### src/rtl/pipeline_trace_pkg.sv
// Shared types and helpers for the pipeline trace capture buffer.
// Optional build macro TRACE_TIMESTAMP_EN adds a 16-bit cycle stamp to each entry.
package pipeline_trace_pkg;

  typedef enum logic [1:0] {
    IDLE  = 2'b00,
    ARMED = 2'b01,
    POST  = 2'b10,
    DONE  = 2'b11
  } state_t;

  localparam logic [1:0] TRIG_IMMEDIATE = 2'b00;
  localparam logic [1:0] TRIG_PCSRC     = 2'b01;
  localparam logic [1:0] TRIG_INSTR     = 2'b10;
  localparam logic [1:0] TRIG_ALU       = 2'b11;

  localparam int unsigned TS_W = 16;

  // Entry layout: {[ts,] pcsrc_e, flags, instr, alu_result, src_a, src_b}
  function automatic int unsigned entry_width(input int unsigned instr_w,
                                              input int unsigned data_w,
                                              input int unsigned flag_w,
                                              input int unsigned ts_w);
    return 1 + flag_w + instr_w + 3 * data_w + ts_w;
  endfunction

endpackage

### src/rtl/pipeline_trace_capture_ram.sv
// Simple dual-port trace storage: synchronous write, synchronous read with enable.
// Read data holds its value while i_re is low, so it doubles as a pipeline stage.
module trace_ram #(
  parameter  int unsigned DEPTH = 16,
  parameter  int unsigned WIDTH = 45,
  localparam int unsigned AW    = $clog2(DEPTH)
) (
  input  logic             clk,
  input  logic             i_we,
  input  logic [AW-1:0]    i_waddr,
  input  logic [WIDTH-1:0] i_wdata,
  input  logic             i_re,
  input  logic [AW-1:0]    i_raddr,
  output logic [WIDTH-1:0] o_rdata
);

  logic [WIDTH-1:0] r_mem [DEPTH];
  logic [WIDTH-1:0] r_rdata;

  always_ff @(posedge clk) begin
    if (i_we) begin
      r_mem[i_waddr] <= i_wdata;
    end
    if (i_re) begin
      r_rdata <= r_mem[i_raddr];
    end
  end

  assign o_rdata = r_rdata;

endmodule

### src/rtl/pipeline_trace_capture.sv
// Circular trace buffer for CPU debug signals, captured around a trigger and streamed oldest-first.
// Define TRACE_TIMESTAMP_EN to prepend a free-running 16-bit cycle counter to every entry.
module pipeline_trace_capture
  import pipeline_trace_pkg::*;
#(
  parameter  int unsigned INSTR_W   = 16,
  parameter  int unsigned DATA_W    = 8,
  parameter  int unsigned FLAG_W    = 4,
  parameter  int unsigned DEPTH     = 16,
  parameter  int unsigned POST_TRIG = 4,
`ifdef TRACE_TIMESTAMP_EN
  localparam int unsigned ENTRY_W   = entry_width(INSTR_W, DATA_W, FLAG_W, TS_W),
`else
  localparam int unsigned ENTRY_W   = entry_width(INSTR_W, DATA_W, FLAG_W, 0),
`endif
  localparam int unsigned AW        = $clog2(DEPTH)
) (
  input  logic               clk,
  input  logic               reset,
  input  logic               sample_en,
  input  logic [INSTR_W-1:0] instr,
  input  logic [FLAG_W-1:0]  flags,
  input  logic [DATA_W-1:0]  alu_result,
  input  logic [DATA_W-1:0]  src_a,
  input  logic [DATA_W-1:0]  src_b,
  input  logic               pcsrc_e,
  input  logic               arm,
  input  logic               abort,
  input  logic [1:0]         trig_mode,
  input  logic [INSTR_W-1:0] trig_mask,
  input  logic [INSTR_W-1:0] trig_value,
  output logic               busy,
  output logic               triggered,
  output logic               rd_valid,
  input  logic               rd_ready,
  output logic [ENTRY_W-1:0] rd_data,
  output logic               rd_last,
  output logic [AW-1:0]      trig_pos
);

  state_t r_state;
  state_t w_state_nxt;

  logic [AW-1:0]      r_wr_ptr;
  logic [AW:0]        r_count;
  logic [AW-1:0]      r_post_cnt;
  logic               r_busy;
  logic               r_triggered;
  logic [AW-1:0]      r_trig_pos;

  logic [AW:0]        r_fetch_idx;
  logic               r_a_vld;
  logic               r_a_last;
  logic               r_rd_valid;
  logic               r_rd_last;
  logic [ENTRY_W-1:0] r_rd_data;

  logic               w_trig_hit;
  logic               w_fire;
  logic               w_capture;
  logic               w_arm_go;
  logic [AW:0]        w_count_inc;
  logic               w_beat;
  logic               w_a_move;
  logic               w_issue;
  logic [AW-1:0]      w_start;
  logic [AW-1:0]      w_raddr;
  logic [ENTRY_W-1:0] w_entry;
  logic [ENTRY_W-1:0] w_ram_q;

`ifdef TRACE_TIMESTAMP_EN
  logic [TS_W-1:0] r_ts;

  always_ff @(posedge clk) begin
    if (reset) begin
      r_ts <= '0;
    end else begin
      r_ts <= r_ts + TS_W'(1);
    end
  end

  assign w_entry = {r_ts, pcsrc_e, flags, instr, alu_result, src_a, src_b};
`else
  assign w_entry = {pcsrc_e, flags, instr, alu_result, src_a, src_b};
`endif

  // Trigger condition; qualified by state and sample_en below
  always_comb begin
    w_trig_hit = 1'b0;
    case (trig_mode)
      TRIG_IMMEDIATE: w_trig_hit = 1'b1;
      TRIG_PCSRC:     w_trig_hit = pcsrc_e;
      TRIG_INSTR:     w_trig_hit = ((instr & trig_mask) == trig_value);
      TRIG_ALU:       w_trig_hit = (alu_result == trig_value[DATA_W-1:0]);
      default:        w_trig_hit = 1'b0;
    endcase
  end

  assign w_capture   = ((r_state == ARMED) || (r_state == POST)) && sample_en && !abort;
  assign w_fire      = (r_state == ARMED) && sample_en && w_trig_hit && !abort;
  assign w_arm_go    = (r_state == IDLE) && arm;
  assign w_count_inc = (r_count == (AW+1)'(DEPTH)) ? r_count : r_count + (AW+1)'(1);

  // Readout: RAM output register is the first stage, rd_data the second
  assign w_beat   = r_rd_valid && rd_ready;
  assign w_a_move = r_a_vld && (!r_rd_valid || w_beat);
  assign w_issue  = (r_state == DONE) && (r_fetch_idx < r_count) && (!r_a_vld || w_a_move);
  assign w_start  = (r_count == (AW+1)'(DEPTH)) ? r_wr_ptr : '0;
  assign w_raddr  = w_start + r_fetch_idx[AW-1:0];

  always_ff @(posedge clk) begin
    if (reset) begin
      r_state <= IDLE;
    end else begin
      r_state <= w_state_nxt;
    end
  end

  always_comb begin
    w_state_nxt = r_state;
    case (r_state)
      IDLE: begin
        if (arm) w_state_nxt = ARMED;
      end
      ARMED: begin
        if (w_fire) w_state_nxt = (POST_TRIG == 0) ? DONE : POST;
      end
      POST: begin
        if (sample_en && (r_post_cnt == AW'(POST_TRIG - 1))) w_state_nxt = DONE;
      end
      DONE: begin
        if (w_beat && r_rd_last) w_state_nxt = IDLE;
      end
      default: w_state_nxt = IDLE;
    endcase
    if (abort) w_state_nxt = IDLE;
  end

  // Capture side: write pointer, fill level, post-trigger counter, status flags
  always_ff @(posedge clk) begin
    if (reset) begin
      r_wr_ptr    <= '0;
      r_count     <= '0;
      r_post_cnt  <= '0;
      r_busy      <= 1'b0;
      r_triggered <= 1'b0;
      r_trig_pos  <= '0;
    end else begin
      r_busy <= (w_state_nxt != IDLE);
      if (abort || w_arm_go) begin
        r_wr_ptr    <= '0;
        r_count     <= '0;
        r_post_cnt  <= '0;
        r_triggered <= 1'b0;
      end else begin
        if (w_capture) begin
          r_wr_ptr <= r_wr_ptr + AW'(1);
          r_count  <= w_count_inc;
        end
        if (w_fire) begin
          r_triggered <= 1'b1;
          r_post_cnt  <= '0;
        end else if ((r_state == POST) && sample_en) begin
          r_post_cnt <= r_post_cnt + AW'(1);
        end else if ((r_state == DONE) && (w_state_nxt == IDLE)) begin
          r_triggered <= 1'b0;
        end
      end
      // DONE is only entered on a capture cycle, so the final fill level is w_count_inc
      if ((w_state_nxt == DONE) && (r_state != DONE)) begin
        r_trig_pos <= AW'(w_count_inc - (AW+1)'(POST_TRIG + 1));
      end
    end
  end

  // Read side: prefetch through the RAM register into the output register
  always_ff @(posedge clk) begin
    if (reset) begin
      r_fetch_idx <= '0;
      r_a_vld     <= 1'b0;
      r_a_last    <= 1'b0;
      r_rd_valid  <= 1'b0;
      r_rd_last   <= 1'b0;
      r_rd_data   <= '0;
    end else if ((r_state != DONE) || (w_state_nxt != DONE)) begin
      r_fetch_idx <= '0;
      r_a_vld     <= 1'b0;
      r_a_last    <= 1'b0;
      r_rd_valid  <= 1'b0;
      r_rd_last   <= 1'b0;
    end else begin
      if (w_issue) begin
        r_fetch_idx <= r_fetch_idx + (AW+1)'(1);
        r_a_last    <= (r_fetch_idx == r_count - (AW+1)'(1));
        r_a_vld     <= 1'b1;
      end else if (w_a_move) begin
        r_a_vld <= 1'b0;
      end
      if (w_a_move) begin
        r_rd_valid <= 1'b1;
        r_rd_data  <= w_ram_q;
        r_rd_last  <= r_a_last;
      end else if (w_beat) begin
        r_rd_valid <= 1'b0;
        r_rd_last  <= 1'b0;
      end
    end
  end

  trace_ram #(
    .DEPTH (DEPTH),
    .WIDTH (ENTRY_W)
  ) u_ram (
    .clk     (clk),
    .i_we    (w_capture),
    .i_waddr (r_wr_ptr),
    .i_wdata (w_entry),
    .i_re    (w_issue),
    .i_raddr (w_raddr),
    .o_rdata (w_ram_q)
  );

  assign busy      = r_busy;
  assign triggered = r_triggered;
  assign rd_valid  = r_rd_valid;
  assign rd_data   = r_rd_data;
  assign rd_last   = r_rd_last;
  assign trig_pos  = r_trig_pos;

endmodule

### config.mk
export PLATFORM = sky130hd
export DESIGN_NAME = pipeline_trace_capture
export DESIGN_NICKNAME = d
export VERILOG_FILES = /design/src/rtl/pipeline_trace_pkg.sv /design/src/rtl/pipeline_trace_capture_ram.sv /design/src/rtl/pipeline_trace_capture.sv
export SDC_FILE = /design/constraint.sdc
export NUM_CORES = 1
export LEC_CHECK = 0
export BUFFER_PORTS_ARGS = -buffer_cell sky130_fd_sc_hd__buf_2
export CORE_MARGIN = 3
export CORE_UTILIZATION = 66
export CTS_CLUSTER_SIZE = 8
export DETAILED_ROUTE_END_ITERATION = 8
export GPL_ROUTABILITY_DRIVEN = 0
export MAX_ROUTING_LAYER = met4
export PLACE_DENSITY_LB_ADDON = 0.12
export SLEW_MARGIN = 10
export SYNTH_ARGS = -nofsm -noshare
export SYNTH_HDL_FRONTEND = slang
export SYNTH_SLANG_ARGS = --single-unit
### constraint.sdc
create_clock -name clk -period 14.5 [get_ports clk]
set_input_delay 2.9 -clock clk [delete_from_list [all_inputs] [get_ports clk]]
set_output_delay 2.9 -clock clk [all_outputs]
set_load 0.02 [all_outputs]
==> impl_metrics.py <==
metrics = {
    "run_status": {
        "outcome": "finished, final reports clean",
    },
    "synthesis": {
        "ys_top_cells_by_area": "edfxtp_1 (70%), mux4_2 (12%), dfxtp_1 (4.6%)",
        "synth-seq-cells": 840,
        "yosys_warnings": 0,
        "synth_nets": 1836,
        "yosys_most_used_dff": "edfxtp_1",
        "synth_area_leader_cell": "edfxtp_1",
        "synth_edf_count": 765,
        "async_flop_share": 0,
        "syn_avg_cell_area_um2": 19.0,
        "seq_area_frac_synth": 0.748,
        "syn_inst": 1726,
        "syn_area_um2": 32700,
        "synth.distinct_cells": 49,
        "yosys.area.top_type_share": 0.702,
    },
    "setup_path": {
        "path_buf_inv": 4,
        "criticalPathCategory": "register to register",
        "cp_data_arrival_time_ns": 6.30,
        "end_kind": "register",
        "cp_max_fo": 67,
        "cp-start-kind": "register",
        "slowest_delay_ns": 1.33,
        "path_cells": "inv_1 -> ha_1 -> and3_1 -> and2_1 -> ha_4 -> inv_1 -> fa_4 -> buf_4 -> buf_4 -> mux4_2 -> and2_1 -> a211oi_1 -> a31oi_1",
        "worstPathRequired_ns": 14.82,
        "reg2reg_depth": 13,
        "cp_top_family": "buffers and inverters",
        "reg2reg_from": "r_count[2]$_SDFFE_PP0P_",
        "rr_endpoint": "u_ram.o_rdata[24]$_DFFE_PP_",
        "reg2reg_slack_ns": 8.53,
        "cpMaxStageDelayCell": "fa_4",
    },
    "floorplan": {
        "dieArea_um2": 52300,
        "die_h_um": 229,
        "die_w_um": 229,
        "ioPinCount": 138,
        "initial_core_util": 0.677,
        "coreArea_um2": 48300,
        "core.rowCount": 80,
    },
    "clock_tree": {
        "worstSkewPairLatency_ns": 0.66,
        "cts_sinks": 840,
        "cts-root-buf": "clkbuf_16",
        "cts_resized": 0,
        "ctsHoldBuffers": 0,
        "clk_pin_slew_worst_paths_ns": 0.05,
        "post_cts_buffers": 0,
        "cts_max_level": 3,
        "cts_tree": "built",
        "cts.path.max_buffers": 3,
        "cts_made_buffers": 114,
    },
    "routing": {
        "routedWlPerCell_um": 28.6,
        "drt_wl_total_um": 76400,
        "drtIter0Drc": 1827,
        "drc": 0,
        "drt_pass1_iterations": 5,
        "ant_nets": 0,
        "viasPerCell": 6.54,
        "via_count": 17500,
    },
    "timing": {
        "max_clock_freq_mhz": 167,
        "min_period_over_period": 0.412,
        "clock_skew_ns": 0.0260,
        "fin_ws_ns": 8.53,
        "rsz0062_at_grt": "false",
        "drv_slew": 0,
        "fin_crit_ns": 5.97,
        "final.setup.tns_ns": 0,
        "setup_viol_count_final": 0,
        "worst_slew_pin_slew_ns": 1.07,
        "timing.hold.ws_ns": 0.449,
        "maxSlewHeadroom": 0.286,
        "hold_viol": 0,
    },
    "global_route": {
        "grt_pass1_vias": 18100,
        "grt_usage": 0.309,
        "grt_max_degree": 97,
        "grt_overflow_total": 0,
        "grt_pass1_wl_um": 115000,
        "grt_antenna_before_repair": 1,
    },
    "hold_path": {
        "min_path_type": "register to register",
        "hold_depth": 2,
        "hp-start": "rd_data[2]$_SDFFE_PP0P_",
        "holdPathEnd": "rd_data[2]$_SDFFE_PP0P_",
    },
    "final_layout": {
        "drive_gt1_frac": 0.247,
        "area_growth_pct": 14.6,
        "layout.cells.non_filler": 2676,
        "final_area_um2": 37500,
        "layout_common_cells": "edfxtp_1 (765), nand2_1 (203), mux4_2 (180)",
        "nets": 2035,
        "final_util": 0.776,
        "layout_commonest_cell": "edfxtp_1",
    },
    "power": {
        "p_leak_nw": 12.3,
        "ir_drop_mv": 0.133,
        "power_mw": 5.15,
        "cellPowerDensity_nw_per_um2": 137,
    },
    "placed_design": {
        "dp_hpwl_um": 37000,
        "post-place-ws_ns": 8.63,
        "place_inst": 2465,
        "portBuffers": 137,
        "place_area_um2": 34200,
    },
    "flow_run": {
        "drv_cap": 0,
    },
}
logic make-up (layout without fill, tap and decap cells):
group	Yosys count	in the layout	share of synthesized area
flops	840	840	0.748
simple gates	345	345	0.0468
mux	229	229	0.139
compound gates	141	141	0.0308
buf+inv	106	399	0.0152
xor+xnor	40	40	0.0107
fa+ha+maj	25	25	0.00979
other cells	0	1	0
flip-flops by register name, indices dropped and copies added (netlist names), named ones only:
register	flops
busy	1
r_a_last	1
r_a_vld	1
r_count	4
r_fetch_idx	5
r_post_cnt	4
r_state	2
r_wr_ptr	4
rd_data	45
rd_last	1
rd_valid	1
trig_pos	4
triggered	1
u_ram.o_rdata	45
u_ram.r_mem	720
report_power, final:
| part | internal (mW) | switching (mW) |
|---|---|---|
| Clock | 1.48 | 0.943 |
| Sequential | 2.64 | 0.00115 |
| Combinational | 0.0207 | 0.0568 |
| Total | 4.15 | 1.00 |
layout make-up:
class                           count  area, um^2
Sequential cell                   840       24500
Fill cell                        2586       10800
Multi-Input combinational cell    780        7930
Clock buffer                      208        3250
Timing Repair Buffer              170         946
Tap cell                          656         821
Inverter                           19        72.6
Clock inverter                      2        25.0
Antenna cell                        1        2.50
cells in the mapped netlist (2+ instances only):
cell type	number
edfxtp_1	765
nand2_1	203
mux4_2	180
dfxtp_1	75
clkbuf_1	61
a31oi_1	50
a211oi_1	49
mux2i_1	49
and2_1	48
nor2_1	41
ha_1	24
xnor2_1	24
buf_2	21
inv_1	18
xor2_1	16
a21oi_1	13
nand3_1	13
nor3_1	11
and3_1	7
nand4_1	7
nand2b_1	6
a21o_1	5
buf_12	4
nor2b_1	3
o22a_1	3
a211oi_2	2
a21boi_0	2
and3b_1	2
nor4_1	2
o21a_1	2
o21ai_0	2
routing by layer:
layer,vias up,share of wire,global-route usage
met5,-,0,-
met4,0,0.030,0.110
met3,182,0.088,0.0572
met2,998,0.50,0.480
met1,9026,0.39,0.421
li1,7302,-,-
worst reg2reg max path: cells and delay by family, from the launching register on:
kind	cells	cell delay, ns
compound gates	2	0.40
fa+ha+maj	3	1.66
buf+inv	4	2.03
flops	1	0.38
mux	1	0.49
simple gates	3	0.69
worst max-delay path by stage:
stage | startpoint | end | slack (ns) | depth (start not counted)
global route | r_count[2]$_SDFFE_PP0P_ | u_ram.o_rdata[24]$_DFFE_PP_ | 8.35 | 13
global placement | r_count[2]$_SDFFE_PP0P_ | u_ram.o_rdata[39]$_DFFE_PP_ | 8.72 | 13
detailed placement | r_count[2]$_SDFFE_PP0P_ | u_ram.o_rdata[18]$_DFFE_PP_ | 8.63 | 13
CTS | r_count[2]$_SDFFE_PP0P_ | u_ram.o_rdata[24]$_DFFE_PP_ | 8.56 | 13
floorplan | sample_en | u_ram.r_mem[3][0]$_DFFE_PP_ | 7.36 | 4
finish | r_count[2]$_SDFFE_PP0P_ | u_ram.o_rdata[24]$_DFFE_PP_ | 8.53 | 13
Note: power is estimated with default switching activity, not from simulation.
